--- src/rtl/alu_muldiv_pkg.sv ---
// Shared types for the iterative multiply/divide unit: op encodings and controller states.
package alu_muldiv_pkg;

  localparam int OP_WIDTH = 3;

  typedef enum logic [OP_WIDTH-1:0] {
    OP_MULT  = 3'b000,
    OP_MULTU = 3'b001,
    OP_DIV   = 3'b010,
    OP_DIVU  = 3'b011,
    OP_MTHI  = 3'b100,
    OP_MTLO  = 3'b101,
    OP_NOP0  = 3'b110,
    OP_NOP1  = 3'b111
  } op_t;

  typedef enum logic [1:0] {
    IDLE = 2'd0,
    RUN  = 2'd1,
    FIX  = 2'd2
  } state_t;

endpackage

--- src/rtl/muldiv_step.sv ---
// One iteration of the unsigned datapath: shift-add multiply or restoring divide.
module muldiv_step #(
  parameter int WIDTH = 32
) (
  input  logic             is_div_i,
  input  logic [WIDTH:0]   part_hi_i,
  input  logic [WIDTH-1:0] part_lo_i,
  input  logic [WIDTH-1:0] opnd_i,
  output logic [WIDTH:0]   part_hi_o,
  output logic [WIDTH-1:0] part_lo_o,
  output logic             q_bit_o
);

  logic [WIDTH:0] sum;
  logic [WIDTH:0] shifted;
  logic [WIDTH:0] diff;
  logic           ge;

  always_comb begin
    sum     = part_hi_i + (part_lo_i[0] ? {1'b0, opnd_i} : '0);
    shifted = {part_hi_i[WIDTH-1:0], part_lo_i[WIDTH-1]};
    diff    = shifted - {1'b0, opnd_i};
    ge      = (shifted >= {1'b0, opnd_i});
    if (is_div_i) begin
      // Quotient bit enters through the LSB freed by the left shift; the caller merges it.
      part_hi_o = ge ? diff : shifted;
      part_lo_o = {part_lo_i[WIDTH-2:0], 1'b0};
      q_bit_o   = ge;
    end else begin
      part_hi_o = {1'b0, sum[WIDTH:1]};
      part_lo_o = {sum[0], part_lo_i[WIDTH-1:1]};
      q_bit_o   = 1'b0;
    end
  end

endmodule

--- src/rtl/alu_muldiv.sv ---
// Iterative signed/unsigned multiply/divide with HI/LO registers.
// state | meaning: IDLE accept ops / MTHI / MTLO; RUN one step per cycle; FIX sign-correct and write HI/LO.
module alu_muldiv
  import alu_muldiv_pkg::*;
#(
  parameter int WIDTH = 32
) (
  input  logic                clk_i,
  input  logic                rst_n_i,
  input  logic                start_i,
  input  logic [OP_WIDTH-1:0] op_i,
  input  logic [WIDTH-1:0]    a_i,
  input  logic [WIDTH-1:0]    b_i,
  output logic                busy_o,
  output logic                done_o,
  output logic [WIDTH-1:0]    hi_o,
  output logic [WIDTH-1:0]    lo_o
);

  localparam int CNT_W = $clog2(WIDTH);

  state_t           state_q, state_d;
  op_t              op_q, op_d;
  logic [CNT_W-1:0] cnt_q, cnt_d;
  logic [WIDTH:0]   acc_hi_q, acc_hi_d;
  logic [WIDTH-1:0] acc_lo_q, acc_lo_d;
  logic [WIDTH-1:0] opnd_q, opnd_d;
  logic [WIDTH-1:0] a_raw_q, a_raw_d;
  logic [WIDTH-1:0] hi_q, hi_d;
  logic [WIDTH-1:0] lo_q, lo_d;
  logic             neg_res_q, neg_res_d;
  logic             neg_rem_q, neg_rem_d;
  logic             dz_q, dz_d;
  logic             busy_q, busy_d;
  logic             done_q, done_d;

  op_t              op_in;
  logic             is_div_q;
  logic [WIDTH:0]   step_hi;
  logic [WIDTH-1:0] step_lo;
  logic             step_q;

  logic             signed_op, sa, sb;
  logic [WIDTH-1:0] mag_a, mag_b;

  logic [2*WIDTH-1:0] prod_mag, prod_res;
  logic [WIDTH-1:0]   quo_res, rem_res;

  assign op_in    = op_t'(op_i);
  assign is_div_q = (op_q == OP_DIV) || (op_q == OP_DIVU);

  muldiv_step #(.WIDTH(WIDTH)) u_step (
    .is_div_i  (is_div_q),
    .part_hi_i (acc_hi_q),
    .part_lo_i (acc_lo_q),
    .opnd_i    (opnd_q),
    .part_hi_o (step_hi),
    .part_lo_o (step_lo),
    .q_bit_o   (step_q)
  );

  assign prod_mag = {acc_hi_q[WIDTH-1:0], acc_lo_q};
  assign prod_res = neg_res_q ? -prod_mag : prod_mag;
  assign quo_res  = neg_res_q ? -acc_lo_q : acc_lo_q;
  assign rem_res  = neg_rem_q ? -acc_hi_q[WIDTH-1:0] : acc_hi_q[WIDTH-1:0];

  always_comb begin
    state_d   = state_q;
    op_d      = op_q;
    cnt_d     = cnt_q;
    acc_hi_d  = acc_hi_q;
    acc_lo_d  = acc_lo_q;
    opnd_d    = opnd_q;
    a_raw_d   = a_raw_q;
    hi_d      = hi_q;
    lo_d      = lo_q;
    neg_res_d = neg_res_q;
    neg_rem_d = neg_rem_q;
    dz_d      = dz_q;
    busy_d    = busy_q;
    done_d    = 1'b0;
    signed_op = (op_in == OP_MULT) || (op_in == OP_DIV);
    sa        = signed_op & a_i[WIDTH-1];
    sb        = signed_op & b_i[WIDTH-1];
    // W-bit unsigned magnitudes: the most negative value maps to 2^(W-1), which still fits.
    mag_a     = sa ? -a_i : a_i;
    mag_b     = sb ? -b_i : b_i;

    case (state_q)
      IDLE: begin
        if (start_i) begin
          case (op_in)
            OP_MTHI: hi_d = a_i;
            OP_MTLO: lo_d = a_i;
            OP_MULT, OP_MULTU, OP_DIV, OP_DIVU: begin
              op_d      = op_in;
              a_raw_d   = a_i;
              dz_d      = (b_i == '0);
              neg_res_d = sa ^ sb;
              neg_rem_d = sa;
              acc_hi_d  = '0;
              if ((op_in == OP_DIV) || (op_in == OP_DIVU)) begin
                acc_lo_d = mag_a;
                opnd_d   = mag_b;
              end else begin
                acc_lo_d = mag_b;
                opnd_d   = mag_a;
              end
              cnt_d   = CNT_W'(WIDTH - 1);
              busy_d  = 1'b1;
              state_d = RUN;
            end
            default: ;
          endcase
        end
      end
      RUN: begin
        acc_hi_d = step_hi;
        acc_lo_d = {step_lo[WIDTH-1:1], step_lo[0] | step_q};
        if (cnt_q == '0) begin
          state_d = FIX;
        end else begin
          cnt_d = cnt_q - CNT_W'(1);
        end
      end
      FIX: begin
        if (is_div_q) begin
          if (dz_q) begin
            hi_d = a_raw_q;
            lo_d = '1;
          end else begin
            hi_d = rem_res;
            lo_d = quo_res;
          end
        end else begin
          hi_d = prod_res[2*WIDTH-1:WIDTH];
          lo_d = prod_res[WIDTH-1:0];
        end
        done_d  = 1'b1;
        busy_d  = 1'b0;
        state_d = IDLE;
      end
      default: begin
        busy_d  = 1'b0;
        state_d = IDLE;
      end
    endcase
  end

  always_ff @(posedge clk_i) begin
    if (!rst_n_i) begin
      state_q   <= IDLE;
      op_q      <= OP_MULT;
      cnt_q     <= '0;
      acc_hi_q  <= '0;
      acc_lo_q  <= '0;
      opnd_q    <= '0;
      a_raw_q   <= '0;
      hi_q      <= '0;
      lo_q      <= '0;
      neg_res_q <= 1'b0;
      neg_rem_q <= 1'b0;
      dz_q      <= 1'b0;
      busy_q    <= 1'b0;
      done_q    <= 1'b0;
    end else begin
      state_q   <= state_d;
      op_q      <= op_d;
      cnt_q     <= cnt_d;
      acc_hi_q  <= acc_hi_d;
      acc_lo_q  <= acc_lo_d;
      opnd_q    <= opnd_d;
      a_raw_q   <= a_raw_d;
      hi_q      <= hi_d;
      lo_q      <= lo_d;
      neg_res_q <= neg_res_d;
      neg_rem_q <= neg_rem_d;
      dz_q      <= dz_d;
      busy_q    <= busy_d;
      done_q    <= done_d;
    end
  end

  assign busy_o = busy_q;
  assign done_o = done_q;
  assign hi_o   = hi_q;
  assign lo_o   = lo_q;

endmodule

--- config.mk ---
export PLATFORM = sky130hd
export DESIGN_NAME = alu_muldiv
export DESIGN_NICKNAME = d
export VERILOG_FILES = /design/src/rtl/alu_muldiv_pkg.sv /design/src/rtl/muldiv_step.sv /design/src/rtl/alu_muldiv.sv
export SDC_FILE = /design/constraint.sdc
export NUM_CORES = 1
export LEC_CHECK = 0
export BUFFER_PORTS_ARGS = -buffer_cell sky130_fd_sc_hd__buf_2
export CAP_MARGIN = 0
export CORE_MARGIN = 10
export CORE_UTILIZATION = 45
export DETAILED_ROUTE_END_ITERATION = 8
export GPL_ROUTABILITY_DRIVEN = 0
export SYNTH_ARGS = -nofsm -noshare
export SYNTH_HDL_FRONTEND = slang
export SYNTH_SLANG_ARGS = --single-unit
--- constraint.sdc ---
create_clock -name clk_i -period 6.35 [get_ports clk_i]
set_input_delay 0 -clock clk_i [delete_from_list [all_inputs] [get_ports clk_i]]
set_output_delay 0 -clock clk_i [all_outputs]
set_load 0.005 [all_outputs]
==> impl_results.md, run 1 <==
- Worst vdd ir: 0.201 mV
- Clk root buf: clkbuf_16
- Crit path largest cell delay: 870 ps
- Slowest cell on crit path: inv_1
- CTS tree: yes
- Worst-Margin Slew: 1150 ps
- Core Region: 37500 um^2
- Layout cells sized above 1: 10.1%
- Max cap viols: 0
- Synth unique cells: 76
- Crit start category: flip-flop
- Commonest non-fill, non-tap cell in the layout: nand2_1
- Antenna violations before repair: 0
- CP max FO: 31
- # IOs: 136
- Placed instance area: 17800 um^2
- Gr ovfl total: 0
- WL final: 66900 um
- Num rows: 71
- Num CTS Buffers: 26
- Register area share after synthesis: 24.4%
- Yosys warnings: 0
- Worst skew pair latency: 570 ps
- Critical path endpoint category: flip-flop
- Largest net degree at the start of global routing: 72
- RSZ-0062 raised after global routing: no
- Final hold vios: 0
- Mean Syn Cell Area: 6.99 um^2
- Layout filler cell count: 3782
- Clk_skew: 17.8 ps
- Pwr Density: 214 nW/um^2
- Slew Limit Fails: 0
- Vias: 18400
- DR DRC count: 0
- Net count reported at finish: 2619
- Starting Density: 45.3%
- Cell leakage power: 7.85 nW
- Detailed Routing Iterations Pass 1: 8
- Tmin final: 4320 ps
- Clk buf depth: 3
- DR iter-0 viols: 2109
- Global-route wire length before repair: 102000 um
- Most repeated library cell on the critical path: o21ai_0
- Num Clock Sinks: 207
- Reg clk slew, reported paths: 60 ps
- N_diodes: 0
- Synth Register Bits: 207
- Data arrival, critical path: 4750 ps
- Max Clk Rate: 0.232 GHz
- Via/cell ratio: 6.11
- Die area: 45900 um^2
- Data required time at the worst endpoint: 6780 ps
- Die W: 214 um
- Number of synthesized flops with an enable pin: 0
- Crit Path Category: reg -> reg
- CP cell instances: inv_1 > nor2_1 > ha_1 > a21oi_1 > nand2b_1 > o21ai_0 > and3_1 > o32ai_1 > o31ai_1 > o21ai_0 > a2111oi_0 > nand2_1
- IO Port Bufs: 135
- Async SR Flop Fraction: 0%
- Cells after Synth: 2429
- Top FF cell, synth: dfxtp_1
- H-tree depth: 1
- Most frequent cells in the layout: 385 x nand2_1, 239 x nor2_1, 212 x a21oi_1
- GR Util All Layers: 27.6%
- Vias in the first global route: 16900
- Detailed placement HPWL: 48800 um
- Outcome: complete, no violations
- # Post-CTS Setup Buffers: 0
- Syn Nets: 2571
- Period utilization: 68.0%
- Syn Std Cell Area: 17000 um^2
- Die H: 214 um
- Total power: 4.11 mW
- DRT antenna net count: 0
- Setup TNS Final: 0 ps
- Register area: 4150 um^2
- Area grow syn2layout: 13.2%
- Routed len/inst: 22.2 um
- Final setup vio count: 0
- Area of the multi-input gates: 11900 um^2
- Slew margin rel.: 22.9%
- Hold crit path type: in -> reg
- Cell area after layout: 19200 um^2
[per-layer routing]
metal | vias up | track usage, % | routed length, um
li1 | 8689 | - | -
met4 | 0 | 14.0 | 3480
met1 | 8590 | 38.2 | 28900
met3 | 130 | 5.12 | 6690
met2 | 959 | 40.1 | 27800
met5 | - | 0 | 0
[critical path: cells and delay by family (launching register included)]
family / cells / cell delay (ps)
AO/OA/AOI/OAI: 6 / 1900
buffers and inverters: 1 / 870
AND/OR/NAND/NOR: 4 / 650
flip-flops: 1 / 390
adder cells (fa/ha/maj): 1 / 380
[state kept, by name, indices dropped and copies added (netlist names)]
| name | cells |
|---|---|
| state_q | 2 |
| neg_rem_q | 1 |
| acc_lo_q | 32 |
| hi_o | 32 |
| a_raw_q | 32 |
| done_o | 1 |
| busy_o | 1 |
| acc_hi_q | 33 |
| opnd_q | 32 |
| lo_o | 32 |
| neg_res_q | 1 |
| cnt_q | 5 |
| op_q | 2 |
| dz_q | 1 |
[cell usage after synthesis (all sizes together), types with 7 or more instances]
master	count	area share, %
clkbuf	180	4.0
a311oi	15	0.77
xor2	103	5.3
a21oi	213	6.3
a221o	10	0.59
o21a	9	0.40
o41ai	14	0.72
or2	13	0.48
nand4	20	0.74
o21bai	10	0.44
ha	70	5.2
xnor2	100	5.2
a21o	29	1.3
inv	60	1.3
and2	11	0.41
nor2b	15	0.55
dfxtp	207	24
o211a	9	0.53
or3	29	1.1
or4	20	0.91
nor3b	18	0.80
nor4	16	0.59
a21boi	66	2.9
buf	21	0.58
nor3	30	0.88
nor2	241	5.3
o31ai	37	1.6
a32o	9	0.53
a221oi	14	0.72
and3	11	0.41
nand2b	20	0.74
a22oi	9	0.40
mux2i	19	1.1
o211ai	34	1.5
nand2	386	8.5
o21ai	196	5.8
nand3	56	1.7
a22o	7	0.36
a31oi	24	0.88
a211oi	16	0.71
[metrics by stage]
step	std cells	hold WS [ps]	utilization (%)	worst slack, ps
6_report	3007	15.2	51.3	2030
5_1_grt	3007	24.4	51.3	1650
4_1_cts	3007	6.28	51.3	2110
3_5_place_dp	2905	311	47.5	2130
3_3_place_gp	2905	318	47.5	2190
2_1_floorplan	2429	145	-	3180
[worst paths after layout]
path,start,end,slack (ps),depth (start not counted)
setup / recovery,acc_lo_q[0],acc_hi_q[31],2030,12
hold / removal,b_i[19],opnd_q[19],20,4
setup reg to reg,acc_lo_q[0],acc_hi_q[31],2030,12
hold reg to reg,a_raw_q[11],a_raw_q[11],460,2
[cells by family after synthesis]
family	synth area share, %
flip-flops	24.4
multiplexers	1.38
AO/OA/AOI/OAI	28.5
adder cells (fa/ha/maj)	5.39
XOR/XNOR	10.5
AND/OR/NAND/NOR	23.9
buffers and inverters	5.90
[layout make-up]
class                      instances  area share (%)
clock buffer                      35            3.72
clock inverter                    12           0.813
inverter                          60            1.17
multi-input combinational       1961            61.8
sequential                       207            21.6
tap                              511            3.32
timing repair buffer             221            7.60
[power breakdown]
| part | switching [mW] | internal, mW |
|---|---|---|
| Clock | 0.644 | 0.911 |
| Sequential | 0.101 | 1.38 |
| Combinational | 0.683 | 0.388 |
[what timing repair did]
| item | in CTS | in global routing |
|---|---|---|
| endpoints found under the setup margin | 0 | 0 |
| gates resized for setup | 0 | 0 |
| hold buffers | 55 | 0 |
| hold endpoints to repair | 117 | 0 |
Power figures use the tool's default switching activity.
==> run 2: changes to the inputs <==
Settings changed: PLACE_DENSITY from default to 0.65.
Clock period 6.35 ns to 3.5 ns, I/O delays scaled along.
==> impl_results.md, run 2 (synthesis gave the netlist of run 1 again) <==
- Clk root buf: clkbuf_16
- Most repeated library cell on the critical path: dlygate4sd3_1
- Clk_skew: 18.3 ps
- Largest net degree at the start of global routing: 100
- # Post-CTS Setup Buffers: 0
- DR iter-0 viols: 2203
- DR DRC count: 0
- GR Layer Usage met1: 36.9%
- WL final: 69100 um
- Period utilization: 99.7%
- Routed len/inst: 22.4 um
- Num rows: 71
- Antenna violations before repair: 0
- Area of the multi-input gates: 11900 um^2
- Reg clk slew, reported paths: 60 ps
- Grt met2 use: 42.4%
- Non-Filler Instances: 3078
- Pwr Density: 384 nW/um^2
- Vias in the first global route: 17600
- Slew Limit Fails: 0
- Crit start category: input pin
- Placed instance area: 18400 um^2
- Crit path largest cell delay: 780 ps
- Hold path start: b_i[9]
- Final worst setup slack: 10.3 ps
- Net count reported at finish: 2691
- Total power: 7.62 mW
- Clk buf depth: 3
- Gr ovfl total: 0
- Die H: 214 um
- Tmin final: 3490 ps
- Setup TNS Final: 0 ps
- DRT antenna net count: 0
- WHS: 1.53 ps
- Core Region: 37500 um^2
- Area grow syn2layout: 17.0%
- Cell leakage power: 8.26 nW
- CTS tree: yes
- Detailed placement HPWL: 52200 um
- Placed insts: 2983
- Crit Path Category: in -> reg
- Grt met3 use: 5.53%
- Die area: 45900 um^2
- Largest Register: acc_hi_q
- Vias: 19100
- Die W: 214 um
- Num CTS Buffers: 25
- Hold crit path type: in -> reg
- Util after Layout: 53.0%
- Max reg flops: 33
- GRT Max-Usage Layer: met2
- # IOs: 136
- GR Util All Layers: 28.3%
- Final setup vio count: 0
- Cell area after layout: 19900 um^2
- N_diodes: 0
- Starting Density: 45.3%
- Commonest non-fill, non-tap cell in the layout: nand2_1
- Num Clock Sinks: 207
- Data arrival, critical path: 3980 ps
- Data required time at the worst endpoint: 3990 ps
- Crit path from: a_i[10]
- Global-route wire length before repair: 105000 um
- Reg2reg start: acc_lo_q[12]
- Worst slack, placed: 25.5 ps
- Layout filler cell count: 3675
- Most frequent cells in the layout: 385 x nand2_1, 239 x nor2_1, 212 x a21oi_1
- Register area: 4150 um^2
- Slowest cell on crit path: o41ai_1
- Worst skew pair latency: 560 ps
- Detailed Routing Iterations Pass 1: 6
- IO Port Bufs: 135
- Outcome: complete, no violations
- Max cap viols: 0
- CP max FO: 8
- Critical path endpoint category: flip-flop
- CP cell instances: dlygate4sd3_1 > buf_2 > or4_1 > or2_2 > or3_1 > o41ai_1 > a31oi_1 > a21oi_1 > dlygate4sd3_1
- Via/cell ratio: 6.19
- Worst-Margin Slew: 1240 ps
- Slew margin rel.: 17.0%
- Max Clk Rate: 0.287 GHz
- H-tree depth: 1
- Worst vdd ir: 0.275 mV
- Layout cells sized above 1: 13.1%
- Final hold vios: 0
[run 2: cell types whose count changed in the layout (fill, tap and decap cells not counted), moves of 2 or more]
cell           before  now
buf_4              32  106
clkbuf_8            3    9
dlygate4sd3_1      55   50
buf_12              0    4
clkinv_2            5    2
clkinv_4            2    0
nor4_1             15   13
nor4_2              1    3
o31ai_1            37   35
o31ai_2             0    2
[run 2: routing by layer]
metal,vias up,share of wire (%)
li1,8831,-
met1,8954,41
met2,1081,43
met3,191,10
met4,0,6.5
met5,-,0
[run 2: layout make-up]
cell class | instances | share of cell area [%]
clock buffer | 39 | 3.87
clock inverter | 6 | 0.542
inverter | 60 | 1.13
multi-input combinational | 1961 | 60.1
sequential | 207 | 20.9
tap | 511 | 3.22
timing repair buffer | 294 | 10.3
[run 2: path summary, 6_finish.rpt]
path	endpoint	slack, ps	cells after the start
min reg2reg	opnd_q[23]	460	2
max	opnd_q[31]	10	9
min	acc_lo_q[9]	2	5
max reg2reg	hi_o[14]	80	9
[run 2: what timing repair did]
action / 4_1_cts / 5_1_grt
hold buffers: 50 / 0
endpoints found under the hold margin: 109 / 0
resized for setup: 0 / 9
endpoints found under the setup margin: 0 / 15
[run 2: report_power, final]
group	total [mW]	internal (mW)	leakage (nW)	switching, mW
clock	2.85	1.72	0.429	1.13
combinational	2.11	0.788	6.14	1.32
sequential	2.66	2.50	1.69	0.156
[run 2: critical path, delay by kind of cell]
| family | cells | cell delay [ps] |
|---|---|---|
| and+or+nand+nor | 3 | 1490 |
| AOI/OAI and AO/OA | 3 | 1160 |
| buffers and inverters | 3 | 1320 |
